## config.mk

```make
export PLATFORM = sky130hd
export DESIGN_NAME = bp_be_dual_issue_pairer_flat
export DESIGN_NICKNAME = d
export VERILOG_FILES = /design/src/rtl/bp_be_dual_issue_pairer_pkg.sv /design/src/rtl/bp_be_dual_issue_pairer_if.sv /design/src/rtl/bp_be_dual_issue_pairer_conflict.sv /design/src/rtl/bp_be_dual_issue_pairer.sv /design/src/flat_wrapper.sv
export SDC_FILE = /design/constraint.sdc
export NUM_CORES = 1
export LEC_CHECK = 0
export CORE_ASPECT_RATIO = 1.75
export CORE_MARGIN = 2
export CORE_UTILIZATION = 41
export DETAILED_ROUTE_END_ITERATION = 8
export PLACE_DENSITY = 0.87
export SLEW_MARGIN = 20
export SYNTH_ARGS = -nofsm -noshare
export SYNTH_HDL_FRONTEND = slang
export SYNTH_SLANG_ARGS = --single-unit
```

## constraint.sdc

```tcl
create_clock -name clk_i -period 2.6 [get_ports clk_i]
set_clock_uncertainty 0.15 [all_clocks]
set_input_delay 0.65 -clock clk_i [delete_from_list [all_inputs] [get_ports clk_i]]
set_output_delay 0.65 -clock clk_i [all_outputs]
set_load 0.01 [all_outputs]
```

## src/rtl/bp_be_dual_issue_pairer_pkg.sv

```systemverilog
// Shared types for the dual-issue pairer: FSM state and execution pipe class.
package bp_be_pkg;

  typedef enum logic [1:0] {
    e_pair_empty  = 2'd0,
    e_pair_pair   = 2'd1,
    e_pair_single = 2'd2
  } pairer_state_e;

  typedef enum logic [1:0] {
    e_pipe_int    = 2'd0,
    e_pipe_mem    = 2'd1,
    e_pipe_long   = 2'd2,
    e_pipe_serial = 2'd3
  } pipe_class_e;

  // Two slots may share a pipe only if that pipe is the integer one; serial ops never pair.
  function automatic logic classes_conflict(input pipe_class_e a, input pipe_class_e b);
    return (a == e_pipe_serial) || (b == e_pipe_serial) ||
           ((a == b) && (a != e_pipe_int));
  endfunction

endpackage

```

## src/rtl/bp_be_dual_issue_pairer_if.sv

```systemverilog
// Issue-queue, scoreboard and dispatch signals of the pairer, grouped as one bundle.
interface bp_be_dual_issue_pairer_if #(
  parameter int num_rs_p         = 2,
  parameter int reg_addr_width_p = 5,
  parameter int instr_width_p    = 64
);
  localparam int rs_w_lp = num_rs_p * reg_addr_width_p;

  logic                          pair_v_i;
  logic                          pair_ready_o;
  logic [1:0]                    slot_v_i;
  logic [2*rs_w_lp-1:0]          slot_rs_i;
  logic [2*reg_addr_width_p-1:0] slot_rd_i;
  logic [1:0]                    slot_rd_w_v_i;
  logic [3:0]                    slot_class_i;
  logic [2*instr_width_p-1:0]    slot_instr_i;
  logic [rs_w_lp-1:0]            sb_rs_o1;
  logic [rs_w_lp-1:0]            sb_rs_o2;
  logic [reg_addr_width_p-1:0]   sb_rd_o1;
  logic [reg_addr_width_p-1:0]   sb_rd_o2;
  logic [num_rs_p-1:0]           sb_rs_match_i1;
  logic [num_rs_p-1:0]           sb_rs_match_i2;
  logic                          sb_rd_match_i1;
  logic                          sb_rd_match_i2;
  logic                          score_v_o1;
  logic                          score_v_o2;
  logic [reg_addr_width_p-1:0]   score_rd_o1;
  logic [reg_addr_width_p-1:0]   score_rd_o2;
  logic                          dispatch_ready_i;
  logic [1:0]                    dispatch_v_o;
  logic [2*instr_width_p-1:0]    dispatch_instr_o;
  logic                          flush_i;

  modport slave (
    input  pair_v_i, slot_v_i, slot_rs_i, slot_rd_i, slot_rd_w_v_i, slot_class_i,
           slot_instr_i, sb_rs_match_i1, sb_rs_match_i2, sb_rd_match_i1,
           sb_rd_match_i2, dispatch_ready_i, flush_i,
    output pair_ready_o, sb_rs_o1, sb_rs_o2, sb_rd_o1, sb_rd_o2, score_v_o1,
           score_v_o2, score_rd_o1, score_rd_o2, dispatch_v_o, dispatch_instr_o
  );

  modport master (
    output pair_v_i, slot_v_i, slot_rs_i, slot_rd_i, slot_rd_w_v_i, slot_class_i,
           slot_instr_i, sb_rs_match_i1, sb_rs_match_i2, sb_rd_match_i1,
           sb_rd_match_i2, dispatch_ready_i, flush_i,
    input  pair_ready_o, sb_rs_o1, sb_rs_o2, sb_rd_o1, sb_rd_o2, score_v_o1,
           score_v_o2, score_rd_o1, score_rd_o2, dispatch_v_o, dispatch_instr_o
  );
endinterface

```

## src/rtl/bp_be_dual_issue_pairer_conflict.sv

```systemverilog
// Combinational co-issue check: x0-masked scoreboard hazards plus pipe-class pairing rules.
module bp_be_pair_conflict
  import bp_be_pkg::*;
#(
  parameter int num_rs_p         = 2,
  parameter int reg_addr_width_p = 5
) (
  input  logic [num_rs_p*reg_addr_width_p-1:0] i_rs1,
  input  logic [num_rs_p*reg_addr_width_p-1:0] i_rs2,
  input  logic [reg_addr_width_p-1:0]          i_rd1,
  input  logic [reg_addr_width_p-1:0]          i_rd2,
  input  logic [num_rs_p-1:0]                  i_rs_match1,
  input  logic [num_rs_p-1:0]                  i_rs_match2,
  input  logic                                 i_rd_match1,
  input  logic                                 i_rd_match2,
  input  pipe_class_e                          i_class1,
  input  pipe_class_e                          i_class2,
  output logic                                 o_hazard1,
  output logic                                 o_pair_legal
);
  logic [num_rs_p-1:0] w_rs_hit1;
  logic [num_rs_p-1:0] w_rs_hit2;
  logic                w_hazard2;

  genvar gi;
  generate
    for (gi = 0; gi < num_rs_p; gi++) begin : g_rs_mask
      assign w_rs_hit1[gi] = i_rs_match1[gi] &
                             (i_rs1[gi*reg_addr_width_p +: reg_addr_width_p] != '0);
      assign w_rs_hit2[gi] = i_rs_match2[gi] &
                             (i_rs2[gi*reg_addr_width_p +: reg_addr_width_p] != '0);
    end
  endgenerate

  assign o_hazard1    = (|w_rs_hit1) | (i_rd_match1 & (i_rd1 != '0));
  assign w_hazard2    = (|w_rs_hit2) | (i_rd_match2 & (i_rd2 != '0));
  assign o_pair_legal = !w_hazard2 && !classes_conflict(i_class1, i_class2);
endmodule

```

## src/rtl/bp_be_dual_issue_pairer.sv

```systemverilog
// Issue-stage pair holder: latches a pair, probes the scoreboard, dispatches 0/1/2 per cycle.
module bp_be_dual_issue_pairer
  import bp_be_pkg::*;
#(
  parameter int num_rs_p         = 2,
  parameter int reg_addr_width_p = 5,
  parameter int instr_width_p    = 64
) (
  input  logic                     clk_i,
  input  logic                     reset_n_i,
  bp_be_dual_issue_pairer_if.slave pif
);
  localparam int rs_w_lp = num_rs_p * reg_addr_width_p;

  pairer_state_e               r_state;
  logic [rs_w_lp-1:0]          r_rs    [2];
  logic [reg_addr_width_p-1:0] r_rd    [2];
  logic [1:0]                  r_rd_w_v;
  pipe_class_e                 r_cls   [2];
  logic [instr_width_p-1:0]    r_instr [2];

  logic [rs_w_lp-1:0]          w_in_rs    [2];
  logic [reg_addr_width_p-1:0] w_in_rd    [2];
  pipe_class_e                 w_in_cls   [2];
  logic [instr_width_p-1:0]    w_in_instr [2];
  logic                        w_src0;
  logic                        w_held, w_pair;
  logic                        w_hazard1, w_pair_legal;
  logic                        w_issue1, w_issue2, w_all_issue;
  logic                        w_accept, w_split;

  genvar gi;
  generate
    for (gi = 0; gi < 2; gi++) begin : g_in
      assign w_in_rs[gi]    = pif.slot_rs_i[gi*rs_w_lp +: rs_w_lp];
      assign w_in_rd[gi]    = pif.slot_rd_i[gi*reg_addr_width_p +: reg_addr_width_p];
      assign w_in_cls[gi]   = pipe_class_e'(pif.slot_class_i[gi*2 +: 2]);
      assign w_in_instr[gi] = pif.slot_instr_i[gi*instr_width_p +: instr_width_p];
    end
  endgenerate

  // A pair arriving with only the younger slot valid is held in the port-1 position.
  assign w_src0 = (pif.slot_v_i == 2'b10);
  assign w_held = (r_state != e_pair_empty);
  assign w_pair = (r_state == e_pair_pair);

  assign pif.sb_rs_o1 = w_held ? r_rs[0] : '0;
  assign pif.sb_rd_o1 = w_held ? r_rd[0] : '0;
  assign pif.sb_rs_o2 = w_pair ? r_rs[1] : '0;
  assign pif.sb_rd_o2 = w_pair ? r_rd[1] : '0;

  bp_be_pair_conflict #(
    .num_rs_p        (num_rs_p),
    .reg_addr_width_p(reg_addr_width_p)
  ) u_conflict (
    .i_rs1       (pif.sb_rs_o1),
    .i_rs2       (pif.sb_rs_o2),
    .i_rd1       (pif.sb_rd_o1),
    .i_rd2       (pif.sb_rd_o2),
    .i_rs_match1 (pif.sb_rs_match_i1),
    .i_rs_match2 (pif.sb_rs_match_i2),
    .i_rd_match1 (pif.sb_rd_match_i1),
    .i_rd_match2 (pif.sb_rd_match_i2),
    .i_class1    (r_cls[0]),
    .i_class2    (r_cls[1]),
    .o_hazard1   (w_hazard1),
    .o_pair_legal(w_pair_legal)
  );

  assign w_issue1    = w_held & !w_hazard1 & pif.dispatch_ready_i & !pif.flush_i;
  assign w_issue2    = w_pair & w_issue1 & w_pair_legal;
  assign w_all_issue = w_pair ? w_issue2 : w_issue1;
  assign w_split     = w_pair & w_issue1 & !w_issue2;

  assign pif.pair_ready_o = !pif.flush_i & (!w_held | w_all_issue);
  assign w_accept         = pif.pair_v_i & pif.pair_ready_o;

  assign pif.dispatch_v_o = {w_issue2, w_issue1};
  assign pif.dispatch_instr_o = {(w_issue2 ? r_instr[1] : '0), (w_issue1 ? r_instr[0] : '0)};
  assign pif.score_v_o1  = w_issue1 & r_rd_w_v[0] & (r_rd[0] != '0);
  assign pif.score_v_o2  = w_issue2 & r_rd_w_v[1] & (r_rd[1] != '0);
  assign pif.score_rd_o1 = pif.score_v_o1 ? r_rd[0] : '0;
  assign pif.score_rd_o2 = pif.score_v_o2 ? r_rd[1] : '0;

  always_ff @(posedge clk_i or negedge reset_n_i) begin
    if (!reset_n_i) begin
      r_state  <= e_pair_empty;
      r_rd_w_v <= '0;
      for (int i = 0; i < 2; i++) begin
        r_rs[i]    <= '0;
        r_rd[i]    <= '0;
        r_cls[i]   <= e_pipe_int;
        r_instr[i] <= '0;
      end
    end else if (pif.flush_i) begin
      r_state  <= e_pair_empty;
      r_rd_w_v <= '0;
    end else if (w_accept) begin
      case (pif.slot_v_i)
        2'b11:        r_state <= e_pair_pair;
        2'b01, 2'b10: r_state <= e_pair_single;
        default:      r_state <= e_pair_empty;
      endcase
      r_rs[0]     <= w_in_rs[w_src0];
      r_rd[0]     <= w_in_rd[w_src0];
      r_cls[0]    <= w_in_cls[w_src0];
      r_instr[0]  <= w_in_instr[w_src0];
      r_rd_w_v[0] <= pif.slot_rd_w_v_i[w_src0];
      r_rs[1]     <= w_in_rs[1];
      r_rd[1]     <= w_in_rd[1];
      r_cls[1]    <= w_in_cls[1];
      r_instr[1]  <= w_in_instr[1];
      r_rd_w_v[1] <= pif.slot_rd_w_v_i[1];
    end else if (w_split) begin
      // Younger instruction moves to the port-1 position and is retried alone.
      r_state     <= e_pair_single;
      r_rs[0]     <= r_rs[1];
      r_rd[0]     <= r_rd[1];
      r_cls[0]    <= r_cls[1];
      r_instr[0]  <= r_instr[1];
      r_rd_w_v[0] <= r_rd_w_v[1];
    end else if (w_all_issue) begin
      r_state <= e_pair_empty;
    end
  end
endmodule
```

## src/flat_wrapper.sv

```systemverilog
// flat-port wrapper written by rule: the top's interface ports become plain ports
module bp_be_dual_issue_pairer_flat import bp_be_pkg::*;
#(
  parameter int num_rs_p         = 2,
  parameter int reg_addr_width_p = 5,
  parameter int instr_width_p    = 64
)
  (clk_i, reset_n_i, pif_pair_v_i, pif_slot_v_i, pif_slot_rs_i, pif_slot_rd_i, pif_slot_rd_w_v_i, pif_slot_class_i, pif_slot_instr_i, pif_sb_rs_match_i1, pif_sb_rs_match_i2, pif_sb_rd_match_i1, pif_sb_rd_match_i2, pif_dispatch_ready_i, pif_flush_i, pif_pair_ready_o, pif_sb_rs_o1, pif_sb_rs_o2, pif_sb_rd_o1, pif_sb_rd_o2, pif_score_v_o1, pif_score_v_o2, pif_score_rd_o1, pif_score_rd_o2, pif_dispatch_v_o, pif_dispatch_instr_o);
  bp_be_dual_issue_pairer_if #(.num_rs_p(num_rs_p), .reg_addr_width_p(reg_addr_width_p), .instr_width_p(instr_width_p)) pif_i ();
  input  logic clk_i;
  input  logic reset_n_i;
  input wire logic [$bits(pif_i.pair_v_i)-1:0] pif_pair_v_i;
  input wire logic [$bits(pif_i.slot_v_i)-1:0] pif_slot_v_i;
  input wire logic [$bits(pif_i.slot_rs_i)-1:0] pif_slot_rs_i;
  input wire logic [$bits(pif_i.slot_rd_i)-1:0] pif_slot_rd_i;
  input wire logic [$bits(pif_i.slot_rd_w_v_i)-1:0] pif_slot_rd_w_v_i;
  input wire logic [$bits(pif_i.slot_class_i)-1:0] pif_slot_class_i;
  input wire logic [$bits(pif_i.slot_instr_i)-1:0] pif_slot_instr_i;
  input wire logic [$bits(pif_i.sb_rs_match_i1)-1:0] pif_sb_rs_match_i1;
  input wire logic [$bits(pif_i.sb_rs_match_i2)-1:0] pif_sb_rs_match_i2;
  input wire logic [$bits(pif_i.sb_rd_match_i1)-1:0] pif_sb_rd_match_i1;
  input wire logic [$bits(pif_i.sb_rd_match_i2)-1:0] pif_sb_rd_match_i2;
  input wire logic [$bits(pif_i.dispatch_ready_i)-1:0] pif_dispatch_ready_i;
  input wire logic [$bits(pif_i.flush_i)-1:0] pif_flush_i;
  output wire logic [$bits(pif_i.pair_ready_o)-1:0] pif_pair_ready_o;
  output wire logic [$bits(pif_i.sb_rs_o1)-1:0] pif_sb_rs_o1;
  output wire logic [$bits(pif_i.sb_rs_o2)-1:0] pif_sb_rs_o2;
  output wire logic [$bits(pif_i.sb_rd_o1)-1:0] pif_sb_rd_o1;
  output wire logic [$bits(pif_i.sb_rd_o2)-1:0] pif_sb_rd_o2;
  output wire logic [$bits(pif_i.score_v_o1)-1:0] pif_score_v_o1;
  output wire logic [$bits(pif_i.score_v_o2)-1:0] pif_score_v_o2;
  output wire logic [$bits(pif_i.score_rd_o1)-1:0] pif_score_rd_o1;
  output wire logic [$bits(pif_i.score_rd_o2)-1:0] pif_score_rd_o2;
  output wire logic [$bits(pif_i.dispatch_v_o)-1:0] pif_dispatch_v_o;
  output wire logic [$bits(pif_i.dispatch_instr_o)-1:0] pif_dispatch_instr_o;
  assign pif_i.pair_v_i = pif_pair_v_i;
  assign pif_i.slot_v_i = pif_slot_v_i;
  assign pif_i.slot_rs_i = pif_slot_rs_i;
  assign pif_i.slot_rd_i = pif_slot_rd_i;
  assign pif_i.slot_rd_w_v_i = pif_slot_rd_w_v_i;
  assign pif_i.slot_class_i = pif_slot_class_i;
  assign pif_i.slot_instr_i = pif_slot_instr_i;
  assign pif_i.sb_rs_match_i1 = pif_sb_rs_match_i1;
  assign pif_i.sb_rs_match_i2 = pif_sb_rs_match_i2;
  assign pif_i.sb_rd_match_i1 = pif_sb_rd_match_i1;
  assign pif_i.sb_rd_match_i2 = pif_sb_rd_match_i2;
  assign pif_i.dispatch_ready_i = pif_dispatch_ready_i;
  assign pif_i.flush_i = pif_flush_i;
  assign pif_pair_ready_o = pif_i.pair_ready_o;
  assign pif_sb_rs_o1 = pif_i.sb_rs_o1;
  assign pif_sb_rs_o2 = pif_i.sb_rs_o2;
  assign pif_sb_rd_o1 = pif_i.sb_rd_o1;
  assign pif_sb_rd_o2 = pif_i.sb_rd_o2;
  assign pif_score_v_o1 = pif_i.score_v_o1;
  assign pif_score_v_o2 = pif_i.score_v_o2;
  assign pif_score_rd_o1 = pif_i.score_rd_o1;
  assign pif_score_rd_o2 = pif_i.score_rd_o2;
  assign pif_dispatch_v_o = pif_i.dispatch_v_o;
  assign pif_dispatch_instr_o = pif_i.dispatch_instr_o;
  bp_be_dual_issue_pairer #(.num_rs_p(num_rs_p), .reg_addr_width_p(reg_addr_width_p), .instr_width_p(instr_width_p)) u_core (.clk_i(clk_i), .reset_n_i(reset_n_i), .pif(pif_i));
endmodule
```

# Yosys cells after proc, flatten, opt, wreduce, memory -nomap -nowiden
# Index checks and enable logic that the tools add are counted.
dict set report word_totals {
  register_bits 166
  out_inout_bits 173
  word_cells 112
}
dict set report classes {
  magnitude_cmp 2
  eq_ne 7
  n_mux 40
  bitwise 23
  reduce_logical 29
}
# cell count
set ops {}
lappend ops {{two-way mux 64 bit} 7}
lappend ops {{two-way mux 10 bit} 7}
lappend ops {{two-way mux 5 bit} 9}
lappend ops {{nonzero test 5 bit} 8}
lappend ops {{two-way mux 2 bit} 10}
lappend ops {{AND 1 bit} 18}
lappend ops {{equality test 2 bit, second input constant} 4}
lappend ops {{nonzero test 2 bit} 4}
lappend ops {{logical NOT 1 bit} 6}
lappend ops {{two-way mux 1 bit} 6}
lappend ops {{OR reduction 2 bit} 3}
lappend ops {{equality test 2 x 1 -> 1 bit, second input constant} 2}
lappend ops {{one-hot mux 2 bit (2 select lines)} 1}
lappend ops {{AND reduction 2 bit} 2}
lappend ops {{nonzero test 4 bit} 1}
lappend ops {{OR 1 bit} 3}
lappend ops {{nonzero test 3 bit} 1}
lappend ops {{equality test 2 bit} 1}
lappend ops {{greater-or-equal comparator 2 bit, second input constant} 1}
lappend ops {{logical AND 1 bit} 2}
lappend ops {{logical OR 1 bit} 2}
lappend ops {{less-than comparator 1 x 2 -> 1 bit, second input constant} 1}
lappend ops {{inverter 1 -> 2 bit} 1}
lappend ops {{inverter 1 bit} 1}

# Depth between registers and ports, before layout
# Gate-level depths: netlist (run 1).
dict set report logic_depth {
  ltp_word 18
  depth_mapped 9
  mapped_depth_nobuf 6
}

# By module
# A second synthesis (run 1) with hierarchy kept.
dict set report hier_totals {
  cells_unflattened 762
  area_unflattened_um2 9167.5
}
# mod instances cells_per_inst area_per_inst_um2
set by_module_without_submodules {}
lappend by_module_without_submodules {bp_be_dual_issue_pairer 1 747 9072.5}
lappend by_module_without_submodules {bp_be_pair_conflict 1 15 95.1}

# Least setup slack after synthesis (run 1)
# OpenSTA, ideal clock, no wires.
dict set report synth_timing {
  kind {reg-to-output}
  from {register u_core.r_rd[7] (netlist name)}
  to {output pif_pair_ready_o}
  arrival_ns 2.015
  path_slack_ns -0.215
  path_stages_with_launch 8
  n_path_buf 2
  path_cell_list {dfrtp_1 or4_1 o21ai_1 and4b_1 clkbuf_1 clkbuf_1 o21ai_0 nor2_1}
}
dict set report synth_between {
  elab_chain_cells 13
}
# item line
set synth_rtl {}
lappend synth_rtl {{from (decl)} bp_be_dual_issue_pairer.sv:17} ;# logic [reg_addr_width_p-1:0] r_rd [2];
lappend synth_rtl {{two-way mux 5 bit (*)} bp_be_dual_issue_pairer.sv:48} ;# assign pif.sb_rd_o1 = w_held ? r_rd[0] : '0;
lappend synth_rtl {{nonzero test 5 bit (*)} bp_be_dual_issue_pairer_conflict.sv:35} ;# assign o_hazard1 = (|w_rs_hit1) | (i_rd_match1 & (i_rd1 != '0));
lappend synth_rtl {{AND 1 bit (*)} bp_be_dual_issue_pairer_conflict.sv:35}
lappend synth_rtl {{OR 1 bit (*)} bp_be_dual_issue_pairer_conflict.sv:35}
lappend synth_rtl {{logical NOT 1 bit (*)} bp_be_dual_issue_pairer.sv:70} ;# assign w_issue1 = w_held & !w_hazard1 & pif.dispatch_ready_i & !pif.flush_i;
lappend synth_rtl {{AND 1 bit (*) (3 in series)} bp_be_dual_issue_pairer.sv:70}
lappend synth_rtl {{AND 1 bit (2 in series)} bp_be_dual_issue_pairer.sv:71} ;# assign w_issue2 = w_pair & w_issue1 & w_pair_legal;
lappend synth_rtl {{two-way mux 1 bit (*)} bp_be_dual_issue_pairer.sv:72} ;# assign w_all_issue = w_pair ? w_issue2 : w_issue1;
lappend synth_rtl {{OR 1 bit (*)} bp_be_dual_issue_pairer.sv:75} ;# assign pif.pair_ready_o = !pif.flush_i & (!w_held | w_all_issue);
lappend synth_rtl {{AND 1 bit (*)} bp_be_dual_issue_pairer.sv:75}
lappend synth_rtl {{to (decl)} flat_wrapper.sv:25} ;# output wire logic [$bits(pif_i.pair_ready_o)-1:0] pif_pair_ready_o;
# Mark *: on every way between the ends. The rest lies on a longest branch, timed or not.

# Worst setup path after layout (run 1)
dict set report layout_timing {
  from {register u_core.r_rs[3] (netlist name)}
  to {output pif_dispatch_instr_o[102]}
}
dict set report layout_between {
  elab_chain_cells 9
}
# item line
set layout_rtl {}
lappend layout_rtl {{from (decl)} bp_be_dual_issue_pairer.sv:16} ;# logic [rs_w_lp-1:0] r_rs [2];
lappend layout_rtl {{two-way mux 10 bit} bp_be_dual_issue_pairer.sv:49} ;# assign pif.sb_rs_o2 = w_pair ? r_rs[1] : '0;
lappend layout_rtl {{nonzero test 5 bit} bp_be_dual_issue_pairer_conflict.sv:31} ;# (i_rs2[gi*reg_addr_width_p +: reg_addr_width_p] != '0);
lappend layout_rtl {{AND 1 bit} bp_be_dual_issue_pairer_conflict.sv:30} ;# assign w_rs_hit2[gi] = i_rs_match2[gi] &
lappend layout_rtl {{OR reduction 2 bit} bp_be_dual_issue_pairer_conflict.sv:36} ;# assign w_hazard2 = (|w_rs_hit2) | (i_rd_match2 & (i_rd2 != '0));
lappend layout_rtl {{OR 1 bit} bp_be_dual_issue_pairer_conflict.sv:36}
lappend layout_rtl {{logical NOT 1 bit} bp_be_dual_issue_pairer_conflict.sv:37} ;# assign o_pair_legal = !w_hazard2 && !classes_conflict(i_class1, i_class2);
lappend layout_rtl {{logical AND 1 bit} bp_be_dual_issue_pairer_conflict.sv:37}
lappend layout_rtl {{AND 1 bit} bp_be_dual_issue_pairer.sv:71}
lappend layout_rtl {{two-way mux 64 bit} bp_be_dual_issue_pairer.sv:79} ;# assign pif.dispatch_instr_o = {(w_issue2 ? r_instr[1] : '0), (w_issue1 ? r_instr[0] : '0)};
lappend layout_rtl {{to (decl)} flat_wrapper.sv:35} ;# output wire logic [$bits(pif_i.dispatch_instr_o)-1:0] pif_dispatch_instr_o;
# No other way between the ends.

==> results.yml, run 1 <==
global_route:
  use_met2: 0.461
  use_met1: 0.289
  grt_antenna_before_repair: 1
  grt_pass1_wl_mm: 46.2
  grtUsageMet3: 0.0567
  grt_usage: 0.261
  grt_pass1_vias: 8288
  grt_max_degree: 63
  globalRouteOverflowTotal: 0
  busiest_layer: "met2"
routing:
  drt_iter0_markers: 473
  routedWlPerCell_um: 23.9
  ant_nets: 0
  vias: 8360
  vias_per_cell: 5.35
  drt-pass1-iter-count: 5
  drc: 0
  wirelength_mm: 37.4
power_and_ir_drop:
  ir_worst_vdd_v: 0.000583
  power.density_nw_per_um2: 696
  internal_power_uw: 7800
  seqPwrFrac: 0.411
  p_sw_uw: 3700
  p_clk_frac: 0.234
  p_sw_frac: 0.322
  cellLeakagePower_uw: 0.00840
  p_comb_frac: 0.355
sta:
  slew_headroom: 0.739
  rsz0062_at_grt: "true"
  fmax_mhz: 278
  drv_slew: 0
  final_hold_viol_count: 0
  timing.final.crit_share: 1.38
  period_minus_slack_ns: 3.59
  setup_viol: 309
  setup_ws_ns: -0.995
  tightest_slew_ns: 0.392
critical_path:
  cp_data_arrival_time_ns: 2.79
  cp-endpoint: "pif_dispatch_instr_o[102]"
  timing.rr.end: "u_core.r_instr[104]"
  reg2reg_from: "u_core.r_rs[17]"
  worst-r2r-cell-count: 12
  crit_type: "reg -> out"
  cp_top_family: "simple AND/OR/NAND/NOR gates"
  critical_path.max_stage_delay_ns: 0.54
  path_common_cell: "buf_6"
  crit_chain: "or4_4 -> o21ai_2 -> nand4_1 -> nor3_4 -> buf_6 -> buf_6 -> buf_12 -> clkbuf_16 -> and2_4 -> buf_6"
  startpoint_type: "register"
  required_ns: 1.80
  critPathSlowestCell: "or4_4"
  crit_cells: 10
  reg2reg_setup_slack_ns: -0.65
  critPathMaxFanout: 6
  crit_path_end_kind: "primary output"
  path_buf_inv: 5
  crit_start: "u_core.r_rs[3]"
logic_synthesis:
  synth_edf_count: 0
  synth_top_area_cell: "dfrtp_1"
  synth-async-reset-ratio: 1.00
  synth_common_cells: "246 x mux2i_1, 166 x dfrtp_1, 143 x and2_1"
  ys_seq_elements: 166
  syn-num-nets: 938
  ys_warn_count: 0
  synth_cell_types: 32
  ys_seq_area_frac: 0.453
  netlist.area_leader.share: 0.453
  yosysMostFrequentCell: "mux2i_1"
  syn-cell-area_um2: 9160
  synth_flop_cell: "dfrtp_1"
  syn_inst: 759
  synthTopCellsByArea: "dfrtp_1 45%, mux2i_1 27%, and2_1 9.8%"
  synth_area_per_cell_um2: 12.1
clocking:
  clkSlewWorstSetupHoldPaths_ns: 0.07
  clock_path_buffers: 2
  cts_tree: "built"
  htree_levels: 4
  cts_root_buf: "clkbuf_16"
  cts_made_buffers: 17
  cts_num_sinks: 166
  clk_latency_ns: 0.44
floorplanning:
  rows: 72
  die_h_um: 202
  start_util: 0.415
  io_pins: 350
  dieArea_um2: 23600
  coreArea_um2: 22100
  dieWidth_um: 117
layout:
  syn_to_final_growth_pct: 80.4
  seqCellArea_um2: 4150
  drive_gt1_frac: 0.441
  multi_input_area_um2: 5380
  fill_cells: 1299
  nets: 1432
  stdcell_area_um2: 16500
status:
  status: "complete, but fails checks"
  violations: "negative setup slack"
worst_hold_path:
  hold_class: "reg -> reg"
  hp-start: "u_core.r_instr[63]"
placement:
  pre_cts_ws_ns: -1.15
  finalWeightedCongestion: 0.952
  dp_hpwl_mm: 21.3
  io_buffers: 349
  postPlaceCellArea_um2: 13500
flow_run:
  drv_cap: 0
## stage by stage
stage / hold WS, ns / setup TNS (ns) / total power, uW / cells / utilization
floorplan: 0.204 / -4.10 / 5910 / 759 / -
global placement: 0.332 / -224.06 / 7420 / 1425 / 0.614
detailed placement: 0.343 / -236.94 / 7590 / 1425 / 0.614
CTS: 0.361 / -218.58 / 10300 / 1503 / 0.656
global route: 0.405 / -214.29 / 12000 / 1563 / 0.749
finish: 0.363 / -196.26 / 11500 / 1563 / 0.749
## final cells by class
| type | instances | area share |
|---|---|---|
| Tap cell | 296 | 0.0224 |
| Antenna cell | 1 | 0.000151 |
| Multi-Input combinational cell | 534 | 0.325 |
| Clock buffer | 18 | 0.0266 |
| Timing Repair Buffer | 531 | 0.363 |
| Clock inverter | 14 | 0.0104 |
| Inverter | 3 | 0.000681 |
| Sequential cell | 166 | 0.251 |
## power by group through the flow
| stage | combinational, uW | sequential [uW] | clock, uW |
|---|---|---|---|
| CTS | 3110 | 4540 | 2700 |
| global route | 4320 | 4820 | 2810 |
| finish | 4080 | 4730 | 2690 |
| detailed placement | 3040 | 4550 | 0 |
| floorplan | 1640 | 4270 | 0 |
| global placement | 2920 | 4490 | 0 |
## cell families (layout without fill, tap and decap cells)
family | count (synthesis) | count (layout) | synth area share
other | 0 | 1 | 0
muxes | 328 | 328 | 0.369
adders and majority gates | 2 | 2 | 0.00273
and+or+nand+nor | 189 | 189 | 0.129
AOI/OAI and AO/OA | 14 | 15 | 0.0112
buffers and inverters | 60 | 566 | 0.0345
DFF | 166 | 166 | 0.453
## cell usage in the layout (no fill, tap or decap), types with 2 or more instances in the layout
cell	Yosys	layout
dfrtp_1	166	166
buf_12	0	28
o21ai_1	2	2
nand2_1	2	2
dlymetal6s2s_1	0	33
clkdlybuf4s50_1	0	172
mux2_4	0	69
o21ai_2	0	2
clkinvlp_4	0	5
nor2b_1	17	16
clkinv_2	0	2
bufinv_16	0	3
buf_16	0	5
clkbuf_16	0	33
buf_8	0	14
buf_4	2	57
and3_4	0	6
o21ai_4	0	2
inv_1	3	3
buf_6	8	175
or4_4	0	4
and2_4	0	105
nor2_1	5	3
and2_1	143	38
nor2_2	0	2
buf_2	19	28
and3_1	10	4
o211a_1	2	2
mux2_1	77	12
mux2i_1	246	246
inv_6	0	4
## per-layer routing
layer	vias to the layer above	part of all wire	wire (um)
li1	3662	-	-
met5	-	0	0
met3	117	0.049	1820
met2	371	0.53	19900
met4	0	0.056	2100
met1	4210	0.36	13500
## flip-flops by register name, summed over array words and instances, names as in the netlist
signal	flops
u_core.r_instr	128
u_core.r_rs	20
u_core.r_rd	10
u_core.r_cls	4
u_core.r_rd_w_v	2
u_core.r_state	2
## worst min-delay path by stage
stage	to	cells past startpoint	slack [ns]
3_5_place_dp	u_core.r_instr[20]	1	0.34
2_1_floorplan	u_core.r_cls[0]	0	0.20
6_report	u_core.r_instr[63]	1	0.36
3_3_place_gp	u_core.r_instr[59]	1	0.33
4_1_cts	u_core.r_instr[20]	1	0.36
5_1_grt	u_core.r_instr[18]	1	0.41
## repair_timing
item	CTS	global route
endpoints found under the setup margin	339	339
buffers inserted	36	48
pin swaps	29	66
cloned	10	22
gates resized for setup	637	407
hold endpoints to repair	24	0
hold buffers	1	0
(Power assumes the default switching activity.)
==> inputs of run 2 (changes only) <==
--- a/config.mk
+++ b/config.mk
@@ -5,11 +5,12 @@
 export SDC_FILE = /design/constraint.sdc
 export NUM_CORES = 1
 export LEC_CHECK = 0
-export CORE_ASPECT_RATIO = 1.75
-export CORE_MARGIN = 2
-export CORE_UTILIZATION = 41
+export CORE_AREA = 2 2 137 139
 export DETAILED_ROUTE_END_ITERATION = 8
-export PLACE_DENSITY = 0.87
+export DIE_AREA = 0 0 139 141
+export DONT_BUFFER_PORTS = 1
+export PLACE_DENSITY = 0.77
+export SKIP_LAST_GASP = 1
 export SLEW_MARGIN = 20
 export SYNTH_ARGS = -nofsm -noshare
 export SYNTH_HDL_FRONTEND = slang
==> run 2 against run 1 <==
Via count fell by 19%. First-iteration DRC count decreased by 28%. The run ends with negative hold slack, negative setup slack left. Critical path type unchanged. Register-to-register slack improved by 0.17 ns.
==> results.yml, run 2 (synthesized netlist as in run 1, its figures left out) <==
critical_path:
  critPathMaxFanout: 18
  crit_type: "reg -> out"
  critPathSlowestCell: "or4_4"
  cp_data_arrival_time_ns: 2.53
  required_ns: 1.80
  cp_top_family: "simple AND/OR/NAND/NOR gates"
  crit_path_end_kind: "primary output"
  path_buf_inv: 2
  crit_chain: "or4_4 -> o21ai_4 -> nand4_1 -> nor3_4 -> buf_12 -> clkbuf_16 -> and2_1"
  startpoint_type: "register"
  critical_path.max_stage_delay_ns: 0.57
sta:
  whs_ns: -0.234
  period_minus_slack_ns: 3.33
  timing.final.crit_share: 1.28
  tightest_slew_ns: 0.401
  rsz0062_at_grt: "true"
  drv_slew: 0
  setup_viol: 308
  setup_ws_ns: -0.728
  slew_headroom: 0.725
  fmax_mhz: 301
  final_hold_viol_count: 166
layout:
  utilization: 0.677
  stdcell_area_um2: 12400
  top_register: "u_core.r_instr"
  n_antenna_cell: 0
  final_cell_mix: "236 x mux2i_1, 166 x dfrtp_1, 123 x and2_4"
  final_common_cell: "mux2i_1"
  nets: 1018
  syn_to_final_growth_pct: 34.9
  fill_cells: 1268
  drive_gt1_frac: 0.461
  largest_reg_flops: 128
  top_regs: "u_core.r_instr: 128 flops, u_core.r_rs: 20 flops, u_core.r_rd: 10 flops"
floorplanning:
  coreArea_um2: 18300
  dieWidth_um: 139
  dieArea_um2: 19600
  rows: 50
  io_pins: 350
  die_h_um: 141
  start_util: 0.502
global_route:
  grt_usage: 0.304
  globalRouteOverflowTotal: 0
  grt_antenna_before_repair: 0
  grt_max_degree: 167
  grt_pass1_wl_mm: 45.3
  grt_pass1_vias: 7385
status:
  violations: "negative hold slack, negative setup slack"
  status: "complete, but fails checks"
routing:
  wirelength_mm: 31.8
  vias_per_cell: 6.27
  drc: 0
  drt-pass1-iter-count: 5
  routedWlPerCell_um: 29.3
  ant_nets: 0
  drt_iter0_markers: 342
  vias: 6804
placement:
  io_buffers: 0
  postPlaceCellArea_um2: 9770
  pre_cts_ws_ns: -0.429
  dp_hpwl_mm: 17.2
  finalWeightedCongestion: 0.907
clocking:
  clk_latency_ns: 0.42
  clkSlewWorstSetupHoldPaths_ns: 0.07
  cts_made_buffers: 17
  cts_num_sinks: 166
  cts_tree: "built"
  cts_root_buf: "clkbuf_16"
  htree_levels: 4
  clock_path_buffers: 2
power_and_ir_drop:
  cellLeakagePower_uw: 0.00587
  ir_worst_vdd_v: 0.000518
  total_power_uw: 10800
  power.density_nw_per_um2: 870
flow_run:
  drv_cap: 0
worst_hold_path:
  hold_class: "in -> async"
==> run 2: cell types whose count changed in the layout (fill, tap and decap cells not counted), moves of 13 or more <==
cell	before	now
clkdlybuf4s50_1	172	0
dlymetal6s2s_1	33	0
mux2_4	69	82
and2_4	105	123
buf_4	57	42
buf_6	175	9
and2_1	38	20
buf_2	28	0
==> run 2: area by class of cell <==
class / count / area, um^2 / area share
tap: 234 / 293 / 0.0237
multi-input combinational: 534 / 5580 / 0.451
clock inverter: 12 / 118 / 0.00951
timing repair buffer: 117 / 1750 / 0.141
inverter: 3 / 11.3 / 0.000911
clock buffer: 20 / 467 / 0.0377
sequential: 166 / 4150 / 0.336
==> run 2: what timing repair did <==
| item | CTS | global route |
|---|---|---|
| resized for setup | 260 | 85 |
| setup endpoints to repair | 307 | 309 |
| pin swaps | 48 | 22 |
| gates cloned | 24 | 6 |
| endpoints found under the hold margin | 166 | 166 |
| buffers inserted | 39 | 16 |
==> run 2: through the flow <==
step,setup TNS (ns),std cells
global route,-160.88,1086
floorplan,-4.10,759
global placement,-79.35,991
CTS,-151.41,1085
finish,-141.92,1086
detailed placement,-90.32,991
==> run 2: worst register-to-register path, cell delays in order, from the launching register on <==
cell      delay [ns]
dfrtp_1         0.38
or4_4           0.56
o21ai_4         0.17
and4b_4         0.30
buf_12          0.18
buf_8           0.13
buf_6           0.09
o2111a_4        0.26
buf_12          0.16
buf_8           0.13
buf_16          0.14
mux2_4          0.31
==> run 2: where the power goes <==
part	internal (uW)	total [uW]	switching, uW
clock network	1410	2520	1110
logic	2090	3490	1410
registers	3750	4740	990
==> run 2: final timing paths <==
kind	startpoint	endpoint	slack [ns]	depth (start not counted)
worst max-delay path	u_core.r_rd[2]	pif_dispatch_instr_o[68]	-0.73	7
worst min-delay path	reset_n_i	u_core.r_instr[45]	-0.23	0
worst max register to register	u_core.r_rd[7]	u_core.r_instr[21]	-0.48	11
worst min register to register	u_core.r_instr[7]	u_core.r_instr[7]	0.39	1
max in group asynchronous	reset_n_i	u_core.r_instr[15]	2.17	0
min in group clk_i	pif_slot_instr_i[121]	u_core.r_instr[57]	0.22	1
==> run 2: layer usage <==
metal / routed length, um / GRT usage
met3: 2290 / 0.0686
met1: 11800 / 0.353
met2: 16500 / 0.548
met4: 1180 / 0.121
met5: 0 / 0
